`config.mk`:
```
export PLATFORM = sky130hd
export DESIGN_NAME = wb_master_ctrl
export DESIGN_NICKNAME = d
export VERILOG_FILES = /design/src/rtl/wb_master_ctrl.sv
export SDC_FILE = /design/constraint.sdc
export NUM_CORES = 1
export LEC_CHECK = 0
export ABC_CLOCK_PERIOD_IN_PS = 2300
export CELL_PAD_IN_SITES_DETAIL_PLACEMENT = 0
export CELL_PAD_IN_SITES_GLOBAL_PLACEMENT = 1
export CORE_ASPECT_RATIO = 1.2
export CORE_MARGIN = 3
export CORE_UTILIZATION = 31
export CTS_BUF_LIST = sky130_fd_sc_hd__clkbuf_4 sky130_fd_sc_hd__clkbuf_8 sky130_fd_sc_hd__clkbuf_16
export CTS_CLUSTER_DIAMETER = 100
export DETAILED_ROUTE_END_ITERATION = 7
export PLACE_DENSITY = 0.87
export SLEW_MARGIN = 25
export SYNTH_ARGS = -nofsm -noshare
export SYNTH_HDL_FRONTEND = slang
export SYNTH_SLANG_ARGS = --single-unit
```
`constraint.sdc`:
```
create_clock -name clk_i -period 2.3 [get_ports clk_i]
set_input_delay 0.345 -clock clk_i [delete_from_list [all_inputs] [get_ports clk_i]]
set_output_delay 0.345 -clock clk_i [all_outputs]
set_load 0.05 [all_outputs]
```
`src/rtl/wb_master_ctrl.sv`:
```
// Single-outstanding Wishbone classic master with a valid/ready command port.
// Waits for ack/err to drop before re-strobing; every phase is bounded by TIMEOUT.
module wb_master_ctrl #(
    parameter int AW      = 32,
    parameter int DW      = 32,
    parameter int TIMEOUT = 16
) (
    input  logic          clk_i,
    input  logic          rst_i,
    input  logic          cmd_valid_i,
    output logic          cmd_ready_o,
    input  logic          cmd_we_i,
    input  logic [AW-1:0] cmd_adr_i,
    input  logic [DW-1:0] cmd_dat_i,
    output logic          rsp_valid_o,
    output logic [DW-1:0] rsp_dat_o,
    output logic          rsp_err_o,
    output logic          rsp_tmo_o,
    output logic          cyc_o,
    output logic          stb_o,
    output logic          we_o,
    output logic [AW-1:0] adr_o,
    output logic [DW-1:0] dat_o,
    input  logic [DW-1:0] dat_i,
    input  logic          ack_i,
    input  logic          err_i
);

    localparam int CW = $clog2(TIMEOUT) + 1;
    localparam logic [CW-1:0] LAST = CW'(TIMEOUT - 1);

    typedef enum logic [1:0] {
        IDLE,
        REQ,
        RELEASE
    } state_t;

    state_t          state;
    logic [CW-1:0]   cnt;
    logic [DW-1:0]   res_dat;
    logic            res_err;
    logic            res_tmo;

    assign cmd_ready_o = (state == IDLE);

    always_ff @(posedge clk_i) begin
        if (rst_i) begin
            state       <= IDLE;
            cnt         <= '0;
            res_dat     <= '0;
            res_err     <= 1'b0;
            res_tmo     <= 1'b0;
            cyc_o       <= 1'b0;
            stb_o       <= 1'b0;
            we_o        <= 1'b0;
            adr_o       <= '0;
            dat_o       <= '0;
            rsp_valid_o <= 1'b0;
            rsp_dat_o   <= '0;
            rsp_err_o   <= 1'b0;
            rsp_tmo_o   <= 1'b0;
        end else begin
            // Response fields are only non-zero during the single pulse cycle
            rsp_valid_o <= 1'b0;
            rsp_dat_o   <= '0;
            rsp_err_o   <= 1'b0;
            rsp_tmo_o   <= 1'b0;
            unique case (state)
                IDLE: begin
                    if (cmd_valid_i) begin
                        we_o  <= cmd_we_i;
                        adr_o <= cmd_adr_i;
                        dat_o <= cmd_dat_i;
                        cyc_o <= 1'b1;
                        stb_o <= 1'b1;
                        cnt   <= '0;
                        state <= REQ;
                    end
                end
                REQ: begin
                    if (err_i) begin
                        res_dat <= '0;
                        res_err <= 1'b1;
                        res_tmo <= 1'b0;
                        cyc_o   <= 1'b0;
                        stb_o   <= 1'b0;
                        cnt     <= '0;
                        state   <= RELEASE;
                    end else if (ack_i) begin
                        res_dat <= we_o ? '0 : dat_i;
                        res_err <= 1'b0;
                        res_tmo <= 1'b0;
                        cyc_o   <= 1'b0;
                        stb_o   <= 1'b0;
                        cnt     <= '0;
                        state   <= RELEASE;
                    end else if (cnt == LAST) begin
                        res_dat <= '0;
                        res_err <= 1'b1;
                        res_tmo <= 1'b1;
                        cyc_o   <= 1'b0;
                        stb_o   <= 1'b0;
                        cnt     <= '0;
                        state   <= RELEASE;
                    end else if (cnt != '1) begin
                        cnt <= cnt + 1'b1;
                    end
                end
                RELEASE: begin
                    if (!ack_i && !err_i) begin
                        rsp_valid_o <= 1'b1;
                        rsp_dat_o   <= res_dat;
                        rsp_err_o   <= res_err;
                        rsp_tmo_o   <= res_tmo;
                        state       <= IDLE;
                    end else if (cnt == LAST) begin
                        // Slave never released: report a timeout, drop data
                        rsp_valid_o <= 1'b1;
                        rsp_dat_o   <= '0;
                        rsp_err_o   <= 1'b1;
                        rsp_tmo_o   <= 1'b1;
                        state       <= IDLE;
                    end else if (cnt != '1) begin
                        cnt <= cnt + 1'b1;
                    end
                end
                default: state <= IDLE;
            endcase
        end
    end

endmodule

```
==> results of run 1 <==
==> power breakdown <==
group          internal, mW  switching [mW]
registers              2.57          0.0574
logic                 0.483           0.751
clock network          1.64            1.14
==> routing by layer <==
metal / part of all wire [%] / vias to the layer above / track usage, %
met4: 2.4 / 0 / 6.15
met2: 49 / 144 / 25.4
met3: 6.7 / 19 / 5.54
li1: - / 2295 / -
met5: 0 / - / 0
met1: 42 / 2043 / 18.3
==> cell families after synthesis <==
| kind of cell | after synthesis | share of synthesized area, % |
|---|---|---|
| flops | 142 | 55.2 |
| compound gates | 128 | 15.5 |
| simple gates | 251 | 22.4 |
| xor+xnor | 1 | 0.170 |
| fa+ha+maj | 5 | 1.22 |
| mux | 2 | 0.413 |
| buf+inv | 50 | 5.08 |
==> state kept, by name, indices dropped and copies added (netlist names) <==
signal / cells
adr_o: 32
dat_o: 32
res_dat: 32
rsp_dat_o: 32
cnt: 5
state: 2
res_err: 1
res_tmo: 1
rsp_err_o: 1
rsp_tmo_o: 1
rsp_valid_o: 1
stb_o: 1
we_o: 1
==> worst paths after layout <==
check                      startpoint                  endpoint  slack (ps)  depth (start not counted)
max reg2reg     state[0]$_SDFFE_PP0P_       cnt[2]$_SDFFE_PP0P_         450                          7
min reg2reg  res_dat[31]$_SDFFE_PP0P_  res_dat[31]$_SDFFE_PP0P_         450                          2
min                             rst_i     adr_o[7]$_SDFFE_PP0P_         330                          2
max                stb_o$_SDFFE_PP0P_                     stb_o         300                          1
==> Yosys cell counts <==
cell	instances	area (sq um)
a2111oi_2	1	15.0
a2111oi_4	2	55.1
a211oi_1	2	15.0
a211oi_2	2	25.0
a21boi_0	1	7.51
a21boi_2	1	11.3
a21oi_1	92	460
a21oi_2	10	87.6
a221oi_1	1	8.76
a311oi_1	1	8.76
a31oi_1	1	6.26
and2_1	35	219
and3_1	1	6.26
and3b_1	1	8.76
and4b_1	1	10.0
buf_1	4	15.0
buf_2	14	70.1
buf_4	4	30.0
buf_6	5	56.3
clkbuf_1	15	56.3
clkbuf_2	3	15.0
dfxtp_1	142	2840
ha_1	5	62.6
inv_1	5	18.8
mux2_1	1	11.3
mux2i_1	1	10.0
nand2_1	154	578
nand2_2	10	62.6
nand2b_1	1	6.26
nand3_1	33	165
nand3b_1	1	7.51
nand4_1	1	6.26
nand4b_2	1	15.0
nor2_1	3	11.3
nor2_2	2	12.5
nor2b_1	4	25.0
nor3b_1	2	15.0
o2111a_1	1	11.3
o21a_1	2	15.0
o21ai_0	9	45.0
o21ai_4	1	16.3
o21bai_1	1	7.51
or2_1	1	6.26
xor2_1	1	8.76
==> metrics by stage <==
stage	hold slack [ps]	total power, mW	std cells
5_1_grt	328	6.91	993
6_report	329	6.64	993
3_5_place_dp	439	3.94	961
3_3_place_gp	433	3.93	961
4_1_cts	311	6.73	993
2_1_floorplan	427	3.43	579
==> worst register-to-register path, stage by stage, from the launching register on <==
cell	delay [ps]
dfxtp_1	380
inv_1	80
ha_1	260
nor2b_1	200
buf_4	170
a2111oi_2	380
a211oi_2	100
and3b_1	170
==> repair_timing <==
| action | in CTS | in global routing |
|---|---|---|
| setup endpoints to repair | 1 | 0 |
| gates resized for setup | 1 | 0 |
| setup buffers | 0 | 0 |
==> area by class of cell <==
cell class                      instances  area share (%)
Multi-Input combinational cell        387            25.7
Sequential cell                       142            35.6
Clock buffer                           17            5.33
Tap cell                              208            3.26
Inverter                                5           0.235
Timing Repair Buffer                  219            27.7
Clock inverter                         15            2.19
==> flow_summary.yaml, run 1 <==
global_route:
  overflow: 0
  grt_antenna_before_repair: 0
  grt_start_max_net_pins: 57
  grt_pass1_vias: 4430
  grt_first_pass_wirelength_microns: 22300
  grt_use_total_pct: 15.5
placed_design:
  gp_congestion: 0.796
  io_buffer_count: 204
  place_ws_ps: 266
  dpl.hpwl_microns: 9590
  placed_cell_area_sq_um: 7390
logic_synthesis:
  yosys_warnings: 0
  post_synth_instance_area_sq_um: 5150
  synth_cell_type_count: 44
  ys_seq_area_share_pct: 55.2
  syn_area_per_cell_sq_um: 8.89
  synth_fp_nets: 686
  netlist_instances: 579
  synth-seq-cells: 142
final_layout:
  fin_nets: 879
  drive_above_1_share_pct: 10.3
  final_cell_mix: "clkdlybuf4s50_1, nand2_1, dfxtp_1"
  post-route-util_pct: 50.1
  finish.instance_area_sq_um: 7990
  multi_input_area_sq_um: 2050
  antenna-diode-count: 0
  final_common_cell: "clkdlybuf4s50_1"
  seq_area_sq_um: 2840
  areaGrowthSynthToFinish_pct: 55.1
  fillers: 1511
critical_path:
  critPathMaxFanout: 4
  critPathRequiredTime_ps: 1960
  endpoint_kind: "output port"
  cp_slowest_stage_delay_ps: 840
  path_cells: "clkdlybuf4s50_1"
  slowest_stage: "clkdlybuf4s50_1"
  path_buf_inv: 1
  crit_family: "buffers and inverters"
  cp-start-kind: "flop"
  critical_path_class: "flop to output port"
  arrival_ps: 1660
clock_network:
  cts_buffer_depth: 2
  h-tree-depth: 4
  cts_hold_buf: 0
  root_buffer: "clkbuf_16"
  clock_latency_ps: 410
  cts_sinks: 142
  cts_buffers: 17
  clk_pin_slew_ps: 70
  cts_tree: "done"
flow_run:
  maxCapViolations: 0
die:
  fp.coreArea_sq_um: 16000
  dieArea_sq_um: 18200
  die_y_microns: 147
  ios: 205
  row_count: 50
  initial_core_util_pct: 32.3
  dieWidth_microns: 124
sta:
  period_minus_slack_ps: 2000
  tns_ps: 0
  fin_ws_ps: 300
  max_freq_mhz: 500
  worst_pin_slew_ps: 581
  setup_viol: 0
  skew_ps: 8.23
  finalCritPeriodShare_pct: 87.0
  relSlewSlack_pct: 61.3
  rsz0062_at_grt: "no"
  hold_viol: 0
  drv_slew: 0
hold_path:
  holdCritPathClass: "primary input to flop"
drt:
  drc_errors: 0
  num_vias: 4501
  vias_per_cell: 4.53
  wl_per_cell_microns: 14.1
  postRouteAntennaNets: 0
  dr.first_iter.drc_count: 218
  routed_wl_microns: 14000
  dr.pass1.iters: 4
outcome:
  status: "completed"
power:
  ir_worst_vdd_mv: 0.498
  p_leak_nw: 2.93
  pwr_density_cell_nw_per_um2: 832
(Power assumes the default switching activity.)
==> inputs of run 2 (changes only) <==
Settings changed: CTS_CLUSTER_DIAMETER 100 to unset.
==> results of run 2 <==
Final layout, timing and power as in run 1 (identical DEF).
==> inputs of run 3 (changes only) <==
--- a/constraint.sdc
+++ b/constraint.sdc
@@ -3,2 +3,2 @@
 set_output_delay 0.345 -clock clk_i [all_outputs]
-set_load 0.05 [all_outputs]
+set_load 0.01 [all_outputs]
==> flow_summary.yaml, run 3 (synthesized netlist as in run 1, its figures left out) <==
clock_network:
  cts_buffers: 17
  ctsResizeCount: 0
  clock_latency_ps: 410
  cts_tree: "done"
  cts_buffer_depth: 2
  h-tree-depth: 4
  root_buffer: "clkbuf_16"
  cts_sinks: 142
  clk_pin_slew_ps: 70
  cts_setup_buffers: 0
  cts_hold_buf: 0
global_route:
  grt_use_total_pct: 15.5
  grt_antenna_before_repair: 0
  grt_first_pass_wirelength_microns: 22300
  overflow: 0
  grt_pass1_vias: 4430
  grt_util_met2_pct: 25.4
  grt_start_max_net_pins: 57
  grt_use_met1_pct: 18.3
  use_met3_pct: 5.54
  busiest_layer: "met2"
final_layout:
  finish.instance_area_sq_um: 7990
  final_common_cell: "clkdlybuf4s50_1"
  drive_above_1_share_pct: 10.3
  fin_nets: 879
  final_cell_mix: "clkdlybuf4s50_1, nand2_1, dfxtp_1"
  post-route-util_pct: 50.1
  finalNonFillerCells: 993
  areaGrowthSynthToFinish_pct: 55.2
  antenna-diode-count: 0
  fillers: 1510
drt:
  dr.first_iter.drc_count: 218
  routed_wl_microns: 14000
  vias_per_cell: 4.53
  dr.pass1.iters: 4
  postRouteAntennaNets: 0
  num_vias: 4501
  drc_errors: 0
  wl_per_cell_microns: 14.1
placed_design:
  dpl.cell_count: 961
  dpl.hpwl_microns: 9590
  placed_cell_area_sq_um: 7390
  gp_congestion: 0.796
  io_buffer_count: 204
  place_ws_ps: 266
sta:
  hold_viol: 0
  period_minus_slack_ps: 2000
  max_freq_mhz: 499
  hold_ws_ps: 329
  worst_pin_slew_ps: 581
  tns_ps: 0
  finalCritPeriodShare_pct: 87.1
  drv_slew: 0
  relSlewSlack_pct: 61.3
  setup_viol: 0
  skew_ps: 8.23
  fin_ws_ps: 296
  rsz0062_at_grt: "no"
power:
  pwr_density_cell_nw_per_um2: 794
  p_clk_share_pct: 43.8
  p_leak_nw: 2.93
  comb_power_share_pct: 14.7
  ir_worst_vdd_mv: 0.493
  p_int_mw: 4.70
  netSwitchingFraction_pct: 25.9
  p_sw_mw: 1.64
  p_seq_share_pct: 41.5
  power_mw: 6.34
hold_path:
  holdCritPathClass: "primary input to flop"
die:
  dieWidth_microns: 124
  dieArea_sq_um: 18200
  initial_core_util_pct: 32.3
  ios: 205
  fp.coreArea_sq_um: 16000
  row_count: 50
  die_y_microns: 147
critical_path:
  endpoint_kind: "output port"
  critical_path_class: "flop to output port"
  critPathRequiredTime_ps: 1960
  arrival_ps: 1660
  critPathMaxFanout: 5
  cp-start-kind: "flop"
outcome:
  status: "completed"
flow_run:
  maxCapViolations: 0
run 3: cell types whose count changed in the layout (fill, tap and decap cells not counted), sizes merged:
cell           before  now
clkdlybuf4s50     202  203
dlygate4sd2         1    0
run 3: power by group through the flow:
stage / Clock [mW] / Sequential (mW) / Combinational (mW)
floorplan: 0 / 2.73 / 0.394
global placement: 0 / 2.68 / 0.945
detailed placement: 0 / 2.69 / 0.946
CTS: 2.85 / 2.63 / 0.951
global route: 2.94 / 2.65 / 1.02
finish: 2.78 / 2.63 / 0.935
run 3: final cells by class:
cell class | instances | area, sq um | area share [%]
multi-input combinational | 387 | 2050 | 25.7
sequential | 142 | 2840 | 35.6
clock buffer | 17 | 425 | 5.33
inverter | 5 | 18.8 | 0.235
clock inverter | 15 | 175 | 2.19
tap | 208 | 260 | 3.26
timing repair buffer | 219 | 2210 | 27.7
run 3: critical path: stages (launching register included):
cell             delay [ps]
dfxtp_1                 350
inv_1                    90
ha_1                    240
clkdlybuf4s50_1         580
run 3: routing by layer:
metal  wire length, microns  part of all wire [%]
met5                      0                     0
met4                    329                   2.4
met3                    930                   6.7
met2                   6780                    49
met1                   5930                    42
run 3: path summary, 6_finish.rpt:
path	start	to	slack, ps	cells after the start
worst max-delay path	state[1]$_SDFFE_PP0P_	cmd_ready_o	300	3
worst min-delay path	rst_i	adr_o[7]$_SDFFE_PP0P_	330	2
worst max register to register	state[0]$_SDFFE_PP0P_	cnt[2]$_SDFFE_PP0P_	440	7
worst min register to register	res_dat[31]$_SDFFE_PP0P_	res_dat[31]$_SDFFE_PP0P_	450	2
